File: src/rtl/dcache_arbiter.sv
// dcache_arbiter
//   Two-port arbiter in front of a single-ported data cache. One requester at a
//   time is granted, its operation is latched, a single read or write enable is
//   issued to the cache, read data is captured, and a one-cycle done pulse is
//   returned to the requester. Every output is driven from a flop.
//
//   Read  : IDLE -> ISSUE (cache_r_en) -> CAPT (cache_r_data captured) -> DONE
//   Write : IDLE -> ISSUE (cache_w_en) -> DONE
//
//   Optional build macro DCACHE_ARB_RR_EN:
//     defined   - simultaneous requests alternate via a last-grant pointer
//     undefined - fixed priority, requester 0 wins every tie
//
// Ports
//   clk, reset            clock; asynchronous active-low reset
//   req0/req1             access request, held until the matching done
//   we0/we1               1 = write, 0 = read
//   addr0/addr1           word address
//   wdata0/wdata1         write data
//   gnt0/gnt1             requester owns the cache (ISSUE through DONE)
//   done0/done1           one-cycle completion pulse
//   rdata0/rdata1         last read result per requester
//   busy                  state is not IDLE
//   cache_r_en/cache_w_en cache read / write enables (ISSUE only)
//   cache_addr            cache address, holds last latched value
//   cache_w_data          cache write data, holds last latched value
//   cache_r_data          registered cache read data (one cycle after r_en)
module dcache_arbiter #(
  parameter int ADDR_W = 16,
  parameter int DATA_W = 16
) (
  input  logic              clk,
  input  logic              reset,
  input  logic              req0,
  input  logic              req1,
  input  logic              we0,
  input  logic              we1,
  input  logic [ADDR_W-1:0] addr0,
  input  logic [ADDR_W-1:0] addr1,
  input  logic [DATA_W-1:0] wdata0,
  input  logic [DATA_W-1:0] wdata1,
  output logic              gnt0,
  output logic              gnt1,
  output logic              done0,
  output logic              done1,
  output logic [DATA_W-1:0] rdata0,
  output logic [DATA_W-1:0] rdata1,
  output logic              busy,
  output logic              cache_r_en,
  output logic              cache_w_en,
  output logic [ADDR_W-1:0] cache_addr,
  output logic [DATA_W-1:0] cache_w_data,
  input  logic [DATA_W-1:0] cache_r_data
);

  typedef enum logic [1:0] {IDLE, ISSUE, CAPT, DONE} state_t;

  state_t state, state_d;

  logic              gnt0_d, gnt1_d;
  logic              done0_d, done1_d;
  logic [DATA_W-1:0] rdata0_d, rdata1_d;
  logic              busy_d;
  logic              r_en_d, w_en_d;
  logic [ADDR_W-1:0] addr_d;
  logic [DATA_W-1:0] wdata_d;
  logic              lat_we, lat_we_d;
  logic              sel1;
  logic              sel_we;

`ifdef DCACHE_ARB_RR_EN
  // last_gnt = 1 means requester 1 won most recently; a tie goes to the other one
  logic last_gnt, last_gnt_d;

  always_comb sel1 = req1 && (!req0 || !last_gnt);
`else
  // Requester 1 only wins when requester 0 is not asking
  always_comb sel1 = req1 && !req0;
`endif

  assign sel_we = sel1 ? we1 : we0;

  // Next-state and next-output logic; the granted requester is identified by
  // the gnt flops themselves, so no separate owner register is needed
  always_comb begin
    state_d  = state;
    gnt0_d   = gnt0;
    gnt1_d   = gnt1;
    done0_d  = 1'b0;
    done1_d  = 1'b0;
    rdata0_d = rdata0;
    rdata1_d = rdata1;
    r_en_d   = 1'b0;
    w_en_d   = 1'b0;
    addr_d   = cache_addr;
    wdata_d  = cache_w_data;
    lat_we_d = lat_we;
`ifdef DCACHE_ARB_RR_EN
    last_gnt_d = last_gnt;
`endif
    case (state)
      IDLE: begin
        if (req0 || req1) begin
          state_d  = ISSUE;
          gnt0_d   = !sel1;
          gnt1_d   = sel1;
          lat_we_d = sel_we;
          addr_d   = sel1 ? addr1 : addr0;
          wdata_d  = sel1 ? wdata1 : wdata0;
          // Enable flops are loaded on entry so they are high exactly in ISSUE
          r_en_d   = !sel_we;
          w_en_d   = sel_we;
`ifdef DCACHE_ARB_RR_EN
          last_gnt_d = sel1;
`endif
        end
      end
      ISSUE: begin
        if (lat_we) begin
          state_d = DONE;
          done0_d = gnt0;
          done1_d = gnt1;
        end else begin
          state_d = CAPT;
        end
      end
      CAPT: begin
        // Cache data is valid now, one cycle after the read enable
        state_d = DONE;
        done0_d = gnt0;
        done1_d = gnt1;
        if (gnt0) rdata0_d = cache_r_data;
        if (gnt1) rdata1_d = cache_r_data;
      end
      DONE: begin
        state_d = IDLE;
        gnt0_d  = 1'b0;
        gnt1_d  = 1'b0;
      end
      default: begin
        state_d = IDLE;
        gnt0_d  = 1'b0;
        gnt1_d  = 1'b0;
      end
    endcase
    busy_d = (state_d != IDLE);
  end

  // State and output registers
  always_ff @(posedge clk or negedge reset) begin
    if (!reset) begin
      state        <= IDLE;
      gnt0         <= 1'b0;
      gnt1         <= 1'b0;
      done0        <= 1'b0;
      done1        <= 1'b0;
      rdata0       <= '0;
      rdata1       <= '0;
      busy         <= 1'b0;
      cache_r_en   <= 1'b0;
      cache_w_en   <= 1'b0;
      cache_addr   <= '0;
      cache_w_data <= '0;
      lat_we       <= 1'b0;
    end else begin
      state        <= state_d;
      gnt0         <= gnt0_d;
      gnt1         <= gnt1_d;
      done0        <= done0_d;
      done1        <= done1_d;
      rdata0       <= rdata0_d;
      rdata1       <= rdata1_d;
      busy         <= busy_d;
      cache_r_en   <= r_en_d;
      cache_w_en   <= w_en_d;
      cache_addr   <= addr_d;
      cache_w_data <= wdata_d;
      lat_we       <= lat_we_d;
    end
  end

`ifdef DCACHE_ARB_RR_EN
  // Pointer starts at 1 so the first tie after reset goes to requester 0
  always_ff @(posedge clk or negedge reset) begin
    if (!reset) last_gnt <= 1'b1;
    else        last_gnt <= last_gnt_d;
  end
`endif

endmodule

File: config.mk
export PLATFORM = sky130hd
export DESIGN_NAME = dcache_arbiter
export DESIGN_NICKNAME = d
export VERILOG_FILES = /design/src/rtl/dcache_arbiter.sv
export SDC_FILE = /design/constraint.sdc
export NUM_CORES = 1
export LEC_CHECK = 0
export BUFFER_PORTS_ARGS = -buffer_cell sky130_fd_sc_hd__clkbuf_2
export CAP_MARGIN = 30
export CORE_UTILIZATION = 46
export DETAILED_ROUTE_END_ITERATION = 12
export GPL_ROUTABILITY_DRIVEN = 0
export GPL_TIMING_DRIVEN = 0
export PLACE_DENSITY = 0.88
export SYNTH_ARGS = -nofsm -noshare
export SYNTH_HDL_FRONTEND = slang
export SYNTH_SLANG_ARGS = --single-unit
export TNS_END_PERCENT = 1
File: constraint.sdc
create_clock -name clk -period 1.9 [get_ports clk]
set_input_delay 0.285 -clock clk [delete_from_list [all_inputs] [get_ports clk]]
set_output_delay 0.285 -clock clk [all_outputs]
set_load 0.005 [all_outputs]
# Word level (Yosys, flattened, before mapping)
# Index checks and enable logic that the tools add are counted.
# classes
n_reduce_logical	12
n_eq_ne	4
muxes	18
# ops
op	count
2-to-1 mux 16 bit	2
2-to-1 mux 1 bit	10
one-hot mux 1 bit (2 select lines)	4
one-hot mux 2 bit (4 select lines)	1
AND reduction 2 bit	4
== test 2 bit, second input constant	2
nonzero test 2 bit	2
zero test 1 bit	3
== test 2 x 1 -> 1 bit, second input constant	1
zero test 2 bit	1
2-to-1 mux 2 bit	1
!= test 2 bit, second input constant	1
logical AND 1 bit	1
logical OR 1 bit	1
# totals
output_inout_bits	71
regBits	74
wordCells	47

# Longest topological paths before layout
# Gate-level depths: netlist (run 1).
# logic_depth
depth_word	6
depth_mapped	6
mapped_depth_nobuf	4

# Worst setup path after synthesis (run 1)
# OpenSTA, ideal clock, no wires.
# synth_path
path_type	register -> register
from	register state[0]
to	register rdata0[10]
stages_incl_launch_ff	6
t_arrival_ns	1.428
path_slack_ns	0.347
required_time_ns	1.775
path_cell_list	dfrtp_1 -> inv_1 -> ha_1 -> nand2_1 -> buf_2 -> mux2_2
# synth_between
elab_chain_cells	2
# synth_rtl
item	line	text
start, declared	58	state_t state, state_d;
start signal, assigned	166	state <= state_d;
== test 2 bit	101	case (state)
AND reduction 2 bit (no line)	--	
end signal, assigned	171	rdata0 <= rdata0_d;
end, declared	46	output logic [DATA_W-1:0] rdata0,
# No other way between the ends.
# A chain may end at the register's enable or synchronous reset.

# Worst setup path after layout (run 1)
# layout_path
from	register state[0]
to	register rdata0[7]
# Same word-level chain as after synthesis.

==> results of run 1 <==
## power by group through the flow
stage               clock network (mW)  logic [mW]  registers [mW]
finish                            1.35        2.57            2.74
global route                      1.44        2.85            2.83
CTS                               1.37        2.59            2.75
detailed placement                   0        2.57            2.77
global placement                     0        2.45            2.72
floorplan                            0        1.30            2.79
## layout make-up
class / count / share of cell area, %
well taps: 96 / 2.67
flip-flops and latches: 74 / 41.2
clock inverters: 6 / 2.01
repair buffers: 157 / 18.2
multi-input cells: 126 / 24.9
plain buffers: 17 / 2.48
clock buffers: 10 / 2.84
inverters: 69 / 5.76
## worst max-delay path, delay by kind of cell, from the launching register on
kind	cells	cell delay, ps
adders and majority gates	1	230
DFF	1	410
muxes	1	360
buffers and inverters	2	410
and+or+nand+nor	1	260
## flip-flops by register name, summed over array words and instances (netlist names)
name	cells
done0	1
cache_w_data	16
rdata0	16
cache_r_en	1
cache_w_en	1
lat_we	1
cache_addr	16
gnt0	1
busy	1
gnt1	1
state	2
done1	1
rdata1	16
## logic make-up (layout without fill, tap and decap cells)
| group | after synthesis | after routing | share of synthesized area, % |
|---|---|---|---|
| compound gates | 41 | 41 | 11.7 |
| fa+ha+maj | 5 | 5 | 1.88 |
| buf+inv | 86 | 259 | 11.0 |
| flops | 74 | 74 | 55.6 |
| mux | 32 | 32 | 10.8 |
| simple gates | 48 | 48 | 9.09 |
## cell usage after synthesis
cell type / instances / area, um2
nor3b_1: 2 / 15.0
ha_1: 5 / 62.6
nor2_1: 1 / 3.75
nor2b_1: 34 / 213
a211o_1: 1 / 8.76
buf_6: 4 / 45.0
a22o_1: 1 / 8.76
a211oi_1: 1 / 7.51
o21bai_1: 1 / 7.51
or2_0: 1 / 6.26
clkbuf_1: 3 / 11.3
mux2_2: 32 / 360
o21ai_1: 1 / 5.00
a222oi_1: 33 / 330
inv_1: 69 / 259
dfrtp_1: 74 / 1850
and2_1: 1 / 6.26
a21oi_1: 1 / 5.00
a31o_2: 1 / 8.76
nand2_1: 4 / 15.0
nand3b_1: 1 / 7.51
and3b_1: 2 / 17.5
nor4bb_1: 1 / 10.0
a21boi_0: 1 / 7.51
buf_2: 10 / 50.1
nor4b_1: 1 / 8.76
## per-stage QoR
| stage | setup slack, ps | cell area (um2) | TNS (ps) | util [%] |
|---|---|---|---|---|
| floorplan | 347 | 3330 | 0 | - |
| detailed placement | 98.7 | 4260 | 0 | 61.6 |
| global route | -0.323 | 4490 | -0.323 | 65.1 |
| global placement | -17.6 | 4230 | -991 | 61.2 |
| finish | 110 | 4490 | 0 | 65.1 |
| CTS | 79.9 | 4490 | 0 | 64.9 |
## how the worst max path moves through the flow
| stage | to | start | slack (ps) | depth (start not counted) |
|---|---|---|---|---|
| 5_1_grt | rdata0[7] | state[0] | -0.3 | 5 |
| 3_3_place_gp | cache_addr[11] | reset | -20 | 1 |
| 4_1_cts | cache_w_data[7] | state[0] | 80 | 6 |
| 3_5_place_dp | rdata0[7] | state[0] | 100 | 5 |
| 6_report | rdata0[7] | state[0] | 110 | 5 |
| 2_1_floorplan | rdata0[10] | state[0] | 350 | 5 |
## routing by layer
layer  share of wire [%]  global-route usage, %  vias to the layer above
met1                  38                   26.5                     1379
met2                  54                   41.7                      117
li1                    -                      -                     1308
met3                 5.0                   3.22                       18
met4                 2.3                   10.9                        0
met5                   0                      0                        -
## timing repair
action	CTS	global route
hold buffers	1	0
resized for setup	0	3
hold endpoints to repair	22	0
endpoints found under the setup margin	0	26
==> flow_metrics.env, run 1 <==
export IMPL_outcome="complete, no violations"
export IMPL_cts_tree="done"
export IMPL_fmax_mhz=559
export IMPL_dp_cells=538
export IMPL_diodes=0
export IMPL_power_density_nw_per_um2=1480
export IMPL_wl_per_cell_um=15.5
export IMPL_min_from="addr0[11]"
export IMPL_antenna_found_initial=0
export IMPL_r2r_start="state[0]"
export IMPL_grt_max_degree=53
export IMPL_die_w_um=87.1
export IMPL_via_per_inst=5.08
export IMPL_multi_input_area_um2=1120
export IMPL_clock_sinks=74
export IMPL_setup_viol=0
export IMPL_yosys_cell_types_count=26
export IMPL_synth_avg_cell_area_um2=11.7
export IMPL_finalWorstPathRequiredPeriod_ps=1790
export IMPL_whs_endpoint="cache_addr[11]"
export IMPL_insertion_delay_ps=340
export IMPL_most_common_layout_cells="clkbuf_2, dfrtp_1, inv_1, nor2b_1, a222oi_1"
export IMPL_internal_power_mw=4.44
export IMPL_area_growth_synth_to_final_pct=34.8
export IMPL_clock_power_share_pct=20.3
export IMPL_stdcell_count=555
export IMPL_first_global_vias=2818
export IMPL_regArea_um2=1850
export IMPL_r2r_end="rdata0[7]"
export IMPL_vias=2822
export IMPL_crit_path_max_fanout=10
export IMPL_cp_slowest_stage_delay_ps=410
export IMPL_net_switching_power_mw=2.22
export IMPL_end_kind="flip-flop"
export IMPL_drive_gt1_share_pct=47.7
export IMPL_worstPathCellList="inv_1, ha_1, nand2_1, clkbuf_4, mux2_2"
export IMPL_pwr_share_comb_pct=38.5
export IMPL_num_fill_cells=585
export IMPL_dieArea_um2=7590
export IMPL_cp_slowest_cell="dfrtp_1"
export IMPL_drcViolationCount=0
export IMPL_required_ps=2130
export IMPL_min_delay_path_class="in2reg"
export IMPL_nets=545
export IMPL_max_cap_violations=0
export IMPL_holdWs_ps=174
export IMPL_grt_pass1_wl_um=13100
export IMPL_hold_viol=0
export IMPL_critPathKind="reg2reg"
export IMPL_drt_iter0_markers=173
export IMPL_pin_count=157
export IMPL_seq_area_frac_synth_pct=55.6
export IMPL_cellLeakagePower_nw=2.50
export IMPL_rows=30
export IMPL_grt_overflow_total=0
export IMPL_skew_ps=6.66
export IMPL_crit_arrival_ps=2020
export IMPL_portBuffers=155
export IMPL_seq_power_share_pct=41.2
export IMPL_yosys_warnings=0
export IMPL_worst_pin_slew_ps=413
export IMPL_swShare_pct=33.3
export IMPL_ff2ff_path_depth=5
export IMPL_die_y_um=87.1
export IMPL_core_um2=6910
export IMPL_start_kind="flip-flop"
export IMPL_rrSetupSlack_ps=110
export IMPL_grt_use_total_pct=22.9
export IMPL_cts_setup_buffers=0
export IMPL_synth_cells=286
export IMPL_initial_core_util_pct=48.2
export IMPL_hold_depth=3
export IMPL_ys_ff_latch=74
export IMPL_synth_fp_nets=377
export IMPL_ant_nets=0
export IMPL_place_hpwl_um=6470
export IMPL_finalPower_mw=6.66
export IMPL_clk_pin_slew_ps=80
export IMPL_clockRootBuffer="clkbuf_8"
export IMPL_drt_wl_total_um=8600
export IMPL_period_share_pct=94.2
export IMPL_cts_buffers=9
export IMPL_finalMaxSlewViolations=0
export IMPL_slew_headroom_pct=72.3
export IMPL_final_common_cell="clkbuf_2"
export IMPL_dr_pass1_iters=8
export IMPL_clk_path_buf_depth=2
export IMPL_synth_area_um2=3330
export IMPL_peakVddDrop_mv=0.747
export IMPL_h_tree_depth=3
No activity file was read; power rests on OpenSTA's default activity.
==> run 2: changes to the inputs <==
BUFFER_PORTS_ARGS = unset   (was -buffer_cell sky130_fd_sc_hd__clkbuf_2)
CORE_UTILIZATION = 62   (was 46)
DONT_BUFFER_PORTS = 1   (was unset)
PLACE_DENSITY = 0.87   (was 0.88)
==> run 2 against run 1 <==
  * The flow now finishes with violations (hold timing)
  * Clock skew about the same
  * Routed wire length decreased by 17%
  * Global-route usage increased by 2.8 points
  * Critical path depth unchanged
  * Critical endpoint is now rdata1[15]
==> flow_metrics.env, run 2 (synthesized netlist as in run 1, its figures left out) <==
export IMPL_power_density_nw_per_um2=1660
export IMPL_cts_tree="done"
export IMPL_rows=26
export IMPL_final_common_cell="dfrtp_1"
export IMPL_cellLeakagePower_nw=1.86
export IMPL_fmax_mhz=556
export IMPL_fin_setup_tns_ps=0
export IMPL_setup_viol=0
export IMPL_clockRootBuffer="clkbuf_8"
export IMPL_drcViolationCount=0
export IMPL_dr_pass1_iters=8
export IMPL_diodes=0
export IMPL_place_hpwl_um=5090
export IMPL_period_share_pct=94.7
export IMPL_grt_pass1_wl_um=10500
export IMPL_vias=2236
export IMPL_dieArea_um2=5670
export IMPL_dp_cells=356
export IMPL_core_um2=5140
export IMPL_antenna_found_initial=0
export IMPL_grt_overflow_total=0
export IMPL_via_per_inst=6.03
export IMPL_portBuffers=0
export IMPL_clk_pin_slew_ps=70
export IMPL_grt_use_total_pct=25.7
export IMPL_finalMaxSlewViolations=0
export IMPL_die_y_um=75.3
export IMPL_worst_pin_slew_ps=435
export IMPL_outcome="complete, but fails checks"
export IMPL_hold_viol=74
export IMPL_crit_arrival_ps=2020
export IMPL_skew_ps=7.03
export IMPL_drive_gt1_share_pct=20.6
export IMPL_required_ps=2120
export IMPL_min_delay_path_class="in2async"
export IMPL_holdWs_ps=-359
export IMPL_clock_sinks=74
export IMPL_slew_headroom_pct=71.0
export IMPL_max_cap_violations=0
export IMPL_pin_count=157
export IMPL_start_kind="flip-flop"
export IMPL_drt_wl_total_um=7160
export IMPL_die_w_um=75.3
export IMPL_peakVddDrop_mv=0.909
export IMPL_pre_cts_slack_ps=98.7
export IMPL_area_growth_synth_to_final_pct=10.4
export IMPL_violations="hold timing"
export IMPL_grt_max_degree=75
export IMPL_stdcell_count=371
export IMPL_initial_core_util_pct=64.8
export IMPL_crit_path_max_fanout=10
export IMPL_wl_per_cell_um=19.3
export IMPL_worst_slack_ps=100
export IMPL_h_tree_depth=3
export IMPL_critPathKind="reg2reg"
export IMPL_cts_buffers=9
export IMPL_end_kind="flip-flop"
export IMPL_cts_setup_buffers=0
export IMPL_num_fill_cells=391
export IMPL_most_common_layout_cells="dfrtp_1, inv_1, nor2b_1, a222oi_1, mux2_2"
export IMPL_nets=388
export IMPL_drt_iter0_markers=178
export IMPL_finalWorstPathRequiredPeriod_ps=1800
export IMPL_rsz0062_at_grt="false"
export IMPL_insertion_delay_ps=340
export IMPL_clk_path_buf_depth=2
export IMPL_ant_nets=0
export IMPL_first_global_vias=2243
[run 2: what timing repair did]
| action | 4_1_cts | 5_1_grt |
|---|---|---|
| endpoints found under the setup margin | 0 | 9 |
| resized for setup | 0 | 2 |
| endpoints found under the hold margin | 74 | 74 |
[run 2: critical path: stages (launching register included)]
cell     delay (ps)
dfrtp_1         420
inv_1           110
ha_1            230
nand2_1         240
buf_2           310
mux2_2          380
[run 2: final timing paths]
| check | startpoint | endpoint | slack (ps) | depth (start not counted) |
|---|---|---|---|---|
| worst max-delay path | state[0] | rdata1[15] | 100 | 5 |
| worst min-delay path | reset | gnt0 | -360 | 0 |
| worst max register to register | state[0] | rdata1[15] | 100 | 5 |
| worst min register to register | rdata1[12] | rdata1[12] | 540 | 1 |
| max in group asynchronous | reset | cache_w_data[0] | 2140 | 0 |
| min in group clk | req0 | cache_w_en | 90 | 2 |
[run 2: per-stage QoR]
stage	utilization [%]	power [mW]	instance area, um2	hold slack [ps]
floorplan	-	4.09	3330	-10.6
global placement	66.5	4.42	3420	-8.96
detailed placement	66.5	4.56	3420	-9.00
CTS	71.5	6.12	3670	-379
global route	71.6	6.44	3680	-382
finish	71.6	6.09	3680	-359
[run 2: where the power goes]
part	total (mW)	internal, mW	switching, mW
Clock	1.56	0.999	0.557
Combinational	1.59	0.843	0.745
Sequential	2.95	2.34	0.610
Total	6.09	4.18	1.91
[run 2: layout make-up]
type | count | area [um2] | area share [%]
flip-flops and latches | 74 | 1850 | 50.3
multi-input cells | 126 | 1120 | 30.4
inverters | 69 | 259 | 7.04
clock buffers | 10 | 128 | 3.47
clock inverters | 5 | 128 | 3.47
plain buffers | 17 | 109 | 2.96
well taps | 70 | 87.6 | 2.38
[run 2: per-layer routing]
layer | vias up | share of wire, % | GRT usage, %
li1 | 996 | - | -
met1 | 1109 | 39 | 30.0
met2 | 118 | 51 | 42.9
met3 | 13 | 8.2 | 7.01
met4 | 0 | 2.1 | 15.0
met5 | - | 0 | 0
==> run 3: changes to the inputs <==
clock period = 1.97 ns   (was 1.9 ns; I/O delays follow)
==> run 3 against run 2 <==
  * The flow still finishes with violations (hold timing)
  * Non-clock buffer count is the same
  * Sequential power shrank 3%
  * Register-to-register slack gained 50 ps
  * Clock skew about the same
  * Die area unchanged
  * Hold slack improved by 8.5 ps
  * Cell count unchanged
  * Setup slack better by 48 ps
  * First-iteration DRC count rose by 11%
  * Sequential share of layout area is 0.069 points higher
  * Routed wire length increased by 0.75%
  * Critical endpoint is now cache_addr[4]
==> flow_metrics.env, run 3 (synthesized netlist as in run 1, its figures left out) <==
export IMPL_power_density_nw_per_um2=1600
export IMPL_ant_nets=0
export IMPL_clk_pin_slew_ps=70
export IMPL_initial_core_util_pct=64.8
export IMPL_net_switching_power_mw=1.85
export IMPL_fmax_mhz=549
export IMPL_pin_count=157
export IMPL_hold_viol=74
export IMPL_holdWs_ps=-350
export IMPL_min_delay_path_class="in2async"
export IMPL_area_growth_synth_to_final_pct=10.3
export IMPL_antenna_found_initial=0
export IMPL_worstPathCellList="inv_1, ha_1, nor2b_1, buf_2, buf_2, a222oi_1"
export IMPL_peakVddDrop_mv=0.876
export IMPL_rows=26
export IMPL_fin_setup_tns_ps=0
export IMPL_slew_headroom_pct=69.4
export IMPL_cp_num_cells=6
export IMPL_crit_path_max_fanout=10
export IMPL_first_global_vias=2243
export IMPL_cp_slowest_cell="dfrtp_1"
export IMPL_dieArea_um2=5670
export IMPL_grt_overflow_total=0
export IMPL_worst_slack_ps=148
export IMPL_cp_slowest_stage_delay_ps=420
export IMPL_drt_iter0_markers=198
export IMPL_clock_sinks=74
export IMPL_wl_per_cell_um=19.5
export IMPL_via_per_inst=6.05
export IMPL_period_share_pct=92.5
export IMPL_dp_cells=356
export IMPL_most_common_layout_cells="dfrtp_1, inv_1, nor2b_1, a222oi_1, mux2_2"
export IMPL_r2r_end="cache_addr[4]"
export IMPL_setup_viol=0
export IMPL_place_area_um2=3420
export IMPL_die_w_um=75.3
export IMPL_pre_cts_slack_ps=169
export IMPL_nets=388
export IMPL_finalMaxSlewViolations=0
export IMPL_clockRootBuffer="clkbuf_8"
export IMPL_cts_resized=0
export IMPL_critPathKind="reg2reg"
export IMPL_core_um2=5140
export IMPL_finalWorstPathRequiredPeriod_ps=1820
export IMPL_grt_use_total_pct=25.7
export IMPL_vias=2244
export IMPL_start_kind="flip-flop"
export IMPL_crit_path_frequent_cell="buf_2"
export IMPL_required_ps=2190
export IMPL_max_cap_violations=0
export IMPL_grt_max_degree=75
export IMPL_worst_pin_slew_ps=459
export IMPL_ff2ff_path_depth=6
export IMPL_insertion_delay_ps=340
export IMPL_end_kind="flip-flop"
export IMPL_clock_power_share_pct=25.6
export IMPL_clk_path_buf_depth=2
export IMPL_crit_buf_inv=3
export IMPL_pwr_share_comb_pct=25.9
export IMPL_diodes=0
export IMPL_cts_tree="done"
export IMPL_crit_arrival_ps=2040
export IMPL_violations="hold timing"
export IMPL_drcViolationCount=0
export IMPL_startpoint="state[0]"
export IMPL_grt_pass1_wl_um=10500
export IMPL_drt_wl_total_um=7220
export IMPL_crit_family="buffers and inverters"
export IMPL_rrSetupSlack_ps=150
export IMPL_rsz0062_at_grt="false"
export IMPL_cellLeakagePower_nw=1.86
export IMPL_stdcell_count=371
export IMPL_cts_buffers=9
export IMPL_r2r_start="state[0]"
export IMPL_endpoint="cache_addr[4]"
export IMPL_swShare_pct=31.5
export IMPL_drive_gt1_share_pct=20.3
export IMPL_skew_ps=6.82
export IMPL_h_tree_depth=3
export IMPL_internal_power_mw=4.02
export IMPL_die_y_um=75.3
export IMPL_portBuffers=0
export IMPL_outcome="complete, but fails checks"
export IMPL_place_hpwl_um=5090
export IMPL_seq_power_share_pct=48.5
export IMPL_final_common_cell="dfrtp_1"
export IMPL_dr_pass1_iters=7
export IMPL_final_cell_area_um2=3670
-- run 3: cell count changes in the layout (fill, tap and decap cells not counted) --
cell      before  now
buf_2          9   10
clkbuf_4       1    0
ha_1           4    5
ha_2           1    0
-- run 3: cell type report --
type | instances | area [um2]
inverters | 69 | 259
plain buffers | 17 | 106
clock inverters | 5 | 128
fillers | 391 | 1470
multi-input cells | 126 | 1110
clock buffers | 10 | 128
flip-flops and latches | 74 | 1850
well taps | 70 | 87.6
-- run 3: how the worst min path moves through the flow --
stage / start / endpoint / slack [ps] / cells past startpoint
6_report: reset / gnt0 / -350 / 0
5_1_grt: reset / cache_addr[9] / -370 / 0
4_1_cts: reset / rdata1[1] / -370 / 0
3_5_place_dp: reset / cache_addr[14] / 1 / 0
3_3_place_gp: reset / cache_addr[10] / 2 / 0
2_1_floorplan: reset / busy / -0.09 / 0
-- run 3: per-layer routing --
metal | GRT usage, % | part of all wire, %
met4 | 15.0 | 2.3
met2 | 42.9 | 50
met3 | 7.01 | 8.7
met5 | 0 | 0
met1 | 30.0 | 39
-- run 3: through the flow --
stage | util, % | total power [mW]
global placement | 66.5 | 4.27
detailed placement | 66.5 | 4.40
global route | 71.5 | 6.20
finish | 71.5 | 5.87
CTS | 71.5 | 5.90
floorplan | - | 3.94
-- run 3: power by group through the flow --
stage | Clock (mW) | Combinational, mW | Sequential (mW)
floorplan | 0 | 1.25 | 2.69
global placement | 0 | 1.43 | 2.84
detailed placement | 0 | 1.52 | 2.88
CTS | 1.52 | 1.53 | 2.85
global route | 1.58 | 1.68 | 2.95
finish | 1.50 | 1.52 | 2.85
-- run 3: timing repair --
| item | 4_1_cts | 5_1_grt |
|---|---|---|
| setup buffers | 0 | 0 |
| endpoints found under the setup margin | 0 | 0 |
| endpoints found under the hold margin | 74 | 74 |
